## src/rtl/rd_stream_bridge.sv

```systemverilog
// ---------------------------------------------------------------------------
// rd_stream_bridge
//
// Read-domain drain stage placed directly after the async FIFO. It drives the
// FIFO read enable, soaks up the FIFO's one-cycle read latency in a 2-entry
// output buffer (head/tail), and presents the words as a valid/ready stream
// at up to one word per clock. It also counts completed handshakes and
// supports a synchronous flush of buffered and in-flight words.
//
// Parameters
//   data_width : width of the FIFO word and of the stream data
//   cnt_width  : width of the delivered-word counter (wraps)
//
// Ports
//   r_clk      in   read-domain clock, the only clock
//   rrst_n     in   asynchronous active-low reset, released synchronously
//   fifo_empty in   FIFO empty flag (read domain)
//   fifo_data  in   FIFO read data, valid the cycle after an accepted read
//   fifo_r_en  out  FIFO read enable (never high while fifo_empty is high)
//   m_data     out  stream data, always the buffer head
//   m_valid    out  stream valid, high whenever the buffer is non-empty
//   m_ready    in   stream ready from the consumer
//   flush      in   drop buffered words and the in-flight word this cycle
//   rd_count   out  number of completed stream handshakes, wraps
// ---------------------------------------------------------------------------
module rd_stream_bridge #(
  parameter int data_width = 8,
  parameter int cnt_width  = 16
) (
  input  logic                  r_clk,
  input  logic                  rrst_n,
  input  logic                  fifo_empty,
  input  logic [data_width-1:0] fifo_data,
  output logic                  fifo_r_en,
  output logic [data_width-1:0] m_data,
  output logic                  m_valid,
  input  logic                  m_ready,
  input  logic                  flush,
  output logic [cnt_width-1:0]  rd_count
);

  // -------------------------------------------------------------------------
  // State
  // -------------------------------------------------------------------------
  logic                  run_q;     // set on the first edge after reset release
  logic [1:0]            occ_q;     // buffer occupancy, 0..2
  logic [1:0]            occ_d;
  logic                  infl_q;    // a FIFO read was issued last cycle
  logic [data_width-1:0] head_q;
  logic [data_width-1:0] head_d;
  logic [data_width-1:0] tail_q;
  logic [data_width-1:0] tail_d;
  logic [cnt_width-1:0]  cnt_q;
  logic [cnt_width-1:0]  cnt_d;

  // -------------------------------------------------------------------------
  // Handshake, read request and capture decode
  // -------------------------------------------------------------------------
  logic       pop;
  logic       capture;
  logic [1:0] occ_ap;   // occupancy after this cycle's pop
  logic [2:0] fill_w;   // words held or owed after this cycle's pop

  assign m_valid = (occ_q != 2'd0);
  assign m_data  = head_q;
  assign pop     = m_valid & m_ready;

  assign occ_ap  = occ_q - {1'b0, pop};
  assign fill_w  = {1'b0, occ_q} + {2'b00, infl_q} - {2'b00, pop};

  // Issue a read only if the word it returns next cycle is guaranteed a free
  // slot: buffered + in-flight, minus what leaves now, must be at most one.
  // run_q keeps the request low until the first edge after reset release so
  // the FIFO never sees a read during or straight out of reset.
  assign fifo_r_en = run_q & ~fifo_empty & ~flush & (fill_w <= 3'd1);

  // The word returned for last cycle's read is taken unless a flush drops it.
  assign capture = infl_q & ~flush;

  // -------------------------------------------------------------------------
  // Buffer next state
  // -------------------------------------------------------------------------
  always_comb begin
    head_d = head_q;
    tail_d = tail_q;
    occ_d  = occ_q;
    if (flush) begin
      occ_d = 2'd0;
    end else begin
      // Popping a full buffer promotes the tail so order is preserved.
      if (pop && (occ_q == 2'd2)) begin
        head_d = tail_q;
      end
      // The incoming word lands in the first slot left free after the pop.
      if (capture) begin
        if (occ_ap == 2'd0) begin
          head_d = fifo_data;
        end else begin
          tail_d = fifo_data;
        end
      end
      occ_d = occ_ap + {1'b0, capture};
    end
  end

  assign cnt_d    = cnt_q + {{(cnt_width-1){1'b0}}, pop};
  assign rd_count = cnt_q;

  // -------------------------------------------------------------------------
  // Registers
  // -------------------------------------------------------------------------
  always_ff @(posedge r_clk or negedge rrst_n) begin
    if (!rrst_n) begin
      run_q  <= 1'b0;
      occ_q  <= 2'd0;
      infl_q <= 1'b0;
      head_q <= '0;
      tail_q <= '0;
      cnt_q  <= '0;
    end else begin
      run_q  <= 1'b1;
      occ_q  <= occ_d;
      infl_q <= fifo_r_en;
      head_q <= head_d;
      tail_q <= tail_d;
      cnt_q  <= cnt_d;
    end
  end

  // -------------------------------------------------------------------------
  // Design-error checks
  // -------------------------------------------------------------------------
  // A capture into a buffer that stays full after the pop would be lost.
  a_no_overflow : assert property (@(posedge r_clk) disable iff (!rrst_n)
    !(capture && (occ_ap == 2'd2)))
    else $error("rd_stream_bridge: output buffer overflow");

  a_occ_range : assert property (@(posedge r_clk) disable iff (!rrst_n)
    (occ_q != 2'd3))
    else $error("rd_stream_bridge: occupancy out of range");

  a_no_read_empty : assert property (@(posedge r_clk) disable iff (!rrst_n)
    !(fifo_r_en && fifo_empty))
    else $error("rd_stream_bridge: read issued to an empty FIFO");

endmodule

```

## config.mk

```make
export PLATFORM = sky130hd
export DESIGN_NAME = rd_stream_bridge
export DESIGN_NICKNAME = d
export VERILOG_FILES = /design/src/rtl/rd_stream_bridge.sv
export SDC_FILE = /design/constraint.sdc
export NUM_CORES = 1
export LEC_CHECK = 0
export BUFFER_PORTS_ARGS = -buffer_cell sky130_fd_sc_hd__buf_2
export CAP_MARGIN = 20
export CORE_UTILIZATION = 45
export DETAILED_ROUTE_END_ITERATION = 16
export PLACE_DENSITY = 0.74
export SLEW_MARGIN = 25
export SYNTH_ARGS = -nofsm -noshare
export SYNTH_HDL_FRONTEND = slang
export SYNTH_SLANG_ARGS = --single-unit
export TNS_END_PERCENT = 30
```

## constraint.sdc

```tcl
create_clock -name r_clk -period 4.95 [get_ports r_clk]
set_input_delay 0.7425 -clock r_clk [delete_from_list [all_inputs] [get_ports r_clk]]
set_output_delay 0.7425 -clock r_clk [all_outputs]
set_load 0.02 [all_outputs]
```

# == After elaboration in Yosys (flattened, before gate mapping) ==
# Cells that the tools add are included.
# op_classes
reduce_logical,4
bitwise_logic,8
n_lt_le_gt_ge,1
add_sub_neg,5
eq_ne,1
muxes,4
# ops
op,count
$mux 8,3
$add 16x1->16,1
$and 1x1->1,5
$add 2x1->3,1
$le 3x1->1 const B,1
$not 1->1,3
$reduce_and 3->1,1
$sub 3x1->3,1
$add 2x1->2,1
$eq 2x2->1 const B,1
$logic_not 2->1,1
$mux 2,1
$reduce_bool 2->1,1
$sub 2x1->2,1
$logic_and 1x1->1,1
# word_totals
reg_bits,36
in_bits,13

# == Logic depth before layout (Yosys ltp) ==
# depth
word_depth,6
mapped_depth,9
mapped_depth_nobuf,8

# == Worst setup path before layout ==
# Ideal clock, no wire load.
# synth_path
path_kind,register to output
start,reg occ_q[1]
end,out fifo_r_en
t_required_ps,4208
setup_slack_ps,1582
n_path_buf,1
path_stages_with_launch,10
t_arrival_ps,2626
path_cell_list,dfrtp_1 buf_2 or2_2 nand2_1 xnor2_1 ha_1 inv_1 fa_1 nand2_1 nor4_1
# synth_between
elab_chain_cells,5
elab_cells_between_ends,6
classes_between,add/sub (2); order compare (1); bitwise (2); reduce/logical (1)
# synth_lines
element,line_no,rtl
from (decl),46,logic [1:0] occ_q;
from (signal assigned),115,occ_q <= 2'd0;
from (signal assigned),122,occ_q <= occ_d;
$reduce_bool 2->1,64,assign m_valid = (occ_q != 2'd0);
named net m_valid,36,"output logic m_valid,"
$and 1x1->1,66,assign pop = m_valid & m_ready;
$sub 3x1->3,69,"assign fill_w = {1'b0, occ_q} + {2'b00, infl_q} - {2'b00, pop};"
$le 3x1->1,75,assign fifo_r_en = run_q & ~fifo_empty & ~flush & (fill_w <= 3'd1);
$and 1x1->1,75,
to (decl),34,"output logic fifo_r_en,"
# The timed path passes the listed nets, and every way through them passes these cells.

# == Final worst setup path ==
# layout_path
start,reg occ_q[1]
end,out fifo_r_en
# layout_between
elab_chain_cells,5
elab_cells_between_ends,6
classes_between,add/sub (2); order compare (1); bitwise (2); reduce/logical (1)
# layout_lines
element,line_no
branches (longest 2 deep; another with $add 2x1->3),n/a
$sub 3x1->3 *,69
$le 3x1->1 *,75
$and 1x1->1 *,75
# Every way passes the cells marked *.

==> results.md <==
* Status: finished clean
* Vias per cell at 5.10
* Period utilization at 71.5%
* FF+latch area at 901 um^2
* GRT overflow at 0
* Pleak at 0.00102 uW
* #FFs+latches synth at 36
* Reg-to-Reg End: infl_q
* Post-synthesis sequential area ratio at 54.8%
* DP Area at 0.00188 mm^2
* Worst path top cell family by delay: simple AND/OR/NAND/NOR gates
* Final hold slack at 0.468 ns
* Crit start category: flip-flop
* Cell count after synthesis at 133
* Postcts setup bufs at 0
* H-tree depth at 2
* Die area at 0.00390 mm^2
* CP endpoint kind: output port
* Clk buf depth at 2
* Fmax at 0.282 GHz
* Post-cts hold buffer count at 0
* Clock-pin transition on the worst setup and hold timing paths at 0.11 ns
* Layout filler cell count at 293
* R2R setup slack at 2.61 ns
* Drt wl/cell at 14.1 um
* Top-Level Pins at 39
* Post-synthesis cell type count at 33
* Crit-path max cell delay at 0.52 ns
* Area of the multi-input gates at 716 um^2
* Most common cell after layout, fill and taps aside: buf_2
* Relative slew slack at 47.5%
* Met2 GRT Util at 30.8%
* Non-Filler Instances at 222
* Cell Pwr Density at 306 mW/mm^2
* CTS Buf Count at 5
* Slew @ Worst Pin at 0.788 ns
* Initial DRT Pass Iterations at 4
* GR Util met1 at 22.5%
* Yosys Warn Count at 0
* Grt met3 use at 5.66%
* Vias post-DR at 1132
* Share of cells above drive strength 1 at 37.5%
* Total GRT Usage at 18.6%
* Final nets at 193
* Slowest-stage cell, CP: dfrtp_1
* Maximum vdd drop at 0.198 mV
* Die H at 62.4 um
* Worst path cell trace: or2_2 -> nand2_1 -> xnor2_1 -> ha_1 -> inv_1 -> fa_1 -> nand2_1 -> nor4_1 -> buf_2
* Clock Skew at 0.00933 ns
* Share of the synthesized area in the top cell type at 54.8%
* Min cycle time layout at 3.54 ns
* Mapped Area at 0.00164 mm^2
* # setup viols final at 0
* Post-DP HPWL at 2240 um
* Antenna cells at 0
* Final Cell Area at 0.00193 mm^2
* Worst EP required at 4.21 ns
* Mean Syn Cell Area at 12.4 um^2
* Gpl congestion at 0.750
* Top cells by area, synth: dfrtp_1 (55%), mux2_2 (6.8%), xnor2_1 (5.3%), o22a_1 (4.8%), xor2_1 (4.3%)
* Leading area contributor after synthesis: dfrtp_1
* RR Startpoint: occ_q[1]
* Die X at 62.4 um
* Commonest cells after routing, fill and taps aside: buf_2 (38), dfrtp_1 (36), nand2_1 (11), xnor2_1 (10), mux2_2 (10)
* CTS tree: done
* Mapped Nets at 150
* Initial Util at 48.1%
* CP bufs+invs at 2
* Clock Sinks at 36
* Vias in the first global route at 1178
* Core box area at 0.00342 mm^2
* HP Class: in2async
* Cell Rows at 21
* Worst-path fanout max at 9
* Cell Count Post-Placement at 215
* Initial antenna violation count at 0
* Setup Crit Path Kind: reg2out
* Fin. max-slew vios at 0
* Final ANT Viol Nets at 0
* # DRC at 0
* Number of DRC markers in iteration 0 at 26
* Area grow syn2layout at 17.4%
* Resize count post-CTS at 0
* CTS Root Cell: clkbuf_4
* First-pass GRT wire length at 5620 um
* Hold Fails Final Rpt at 0
* Post-Route WL at 3140 um
* Gr busiest metal: met2
* Crit-path most repeated cell: nand2_1
* RSZ-0062 raised after global routing: no
* Setup tns final at 0 ns
* Data arrival, critical path at 2.80 ns
* Port Buf Inserts at 38
* Total power at 590 uW
* Largest net degree at the start of global routing at 37
* Clock latency at the later pin of the worst-skew pair at 0.34 ns
* Worst-case reg-to-reg path depth at 8
* Max-cap violations at 0
-- worst max-delay path by stage --
stage,start,endpoint,slack (ns),cells after the start
floorplan,occ_q[1],fifo_r_en,1.58,9
global placement,m_ready,fifo_r_en,1.84,9
detailed placement,m_ready,fifo_r_en,1.70,9
CTS,occ_q[1],fifo_r_en,1.37,9
global route,occ_q[1],fifo_r_en,1.19,9
finish,occ_q[1],fifo_r_en,1.41,9
-- cells by family after synthesis --
group	after synthesis	share of synthesized area [%]
xor+xnor	18	9.59
compound gates	18	9.97
simple gates	39	13.4
fa+ha+maj	4	3.50
other cells	1	0.228
mux	10	6.85
flops	36	54.8
buf+inv	7	1.67
-- registers in the layout, summed over array words and instances (netlist names) --
name,count
rd_count,16
run_q,1
occ_q,2
infl_q,1
tail_q,8
m_data,8
-- Yosys cell counts, drive strengths merged --
cell and n:
xnor2 10, mux2 10, o22ai 1, a31oi 1
conb 1, and2b 1, buf 1, nor3 1
clkbuf 1, nor4 2, xor2 8, nand2b 1
nand3 5, dfrtp 36, a21oi 1, nand2 11
nor2 8, and3 3, inv 5, or2 2
nand3b 2, o21ai 2, o22a 12, o211ai 1
ha 3, fa 1, nor2b 2, nand4 1
-- per-stage QoR --
stage / setup WS (ns) / util (%)
floorplan: 1.58 / -
global placement: 1.84 / 55.1
detailed placement: 1.70 / 55.1
CTS: 1.37 / 56.5
global route: 1.19 / 56.5
finish: 1.41 / 56.5
-- power breakdown --
part           total (uW)  leakage (uW)  internal [uW]  switching (uW)
logic                 103      0.000513           42.0            60.8
registers             341      0.000476            321            19.9
clock network         147     0.0000281           52.3            94.5
-- final cells by class --
class	instances	area share [%]
flip-flops and latches	36	46.7
multi-input cells	90	37.1
repair buffers	38	9.86
well taps	46	2.98
clock buffers	6	2.14
inverters	5	0.973
clock inverters	1	0.259
-- routing by layer --
metal | up-vias | routed length [um] | part of all wire [%]
li1 | 543 | - | -
met1 | 563 | 1410 | 45
met2 | 21 | 1550 | 49
met3 | 5 | 130 | 4.1
met4 | 0 | 55 | 1.8
met5 | - | 0 | 0
Power figures use the tool's default switching activity.
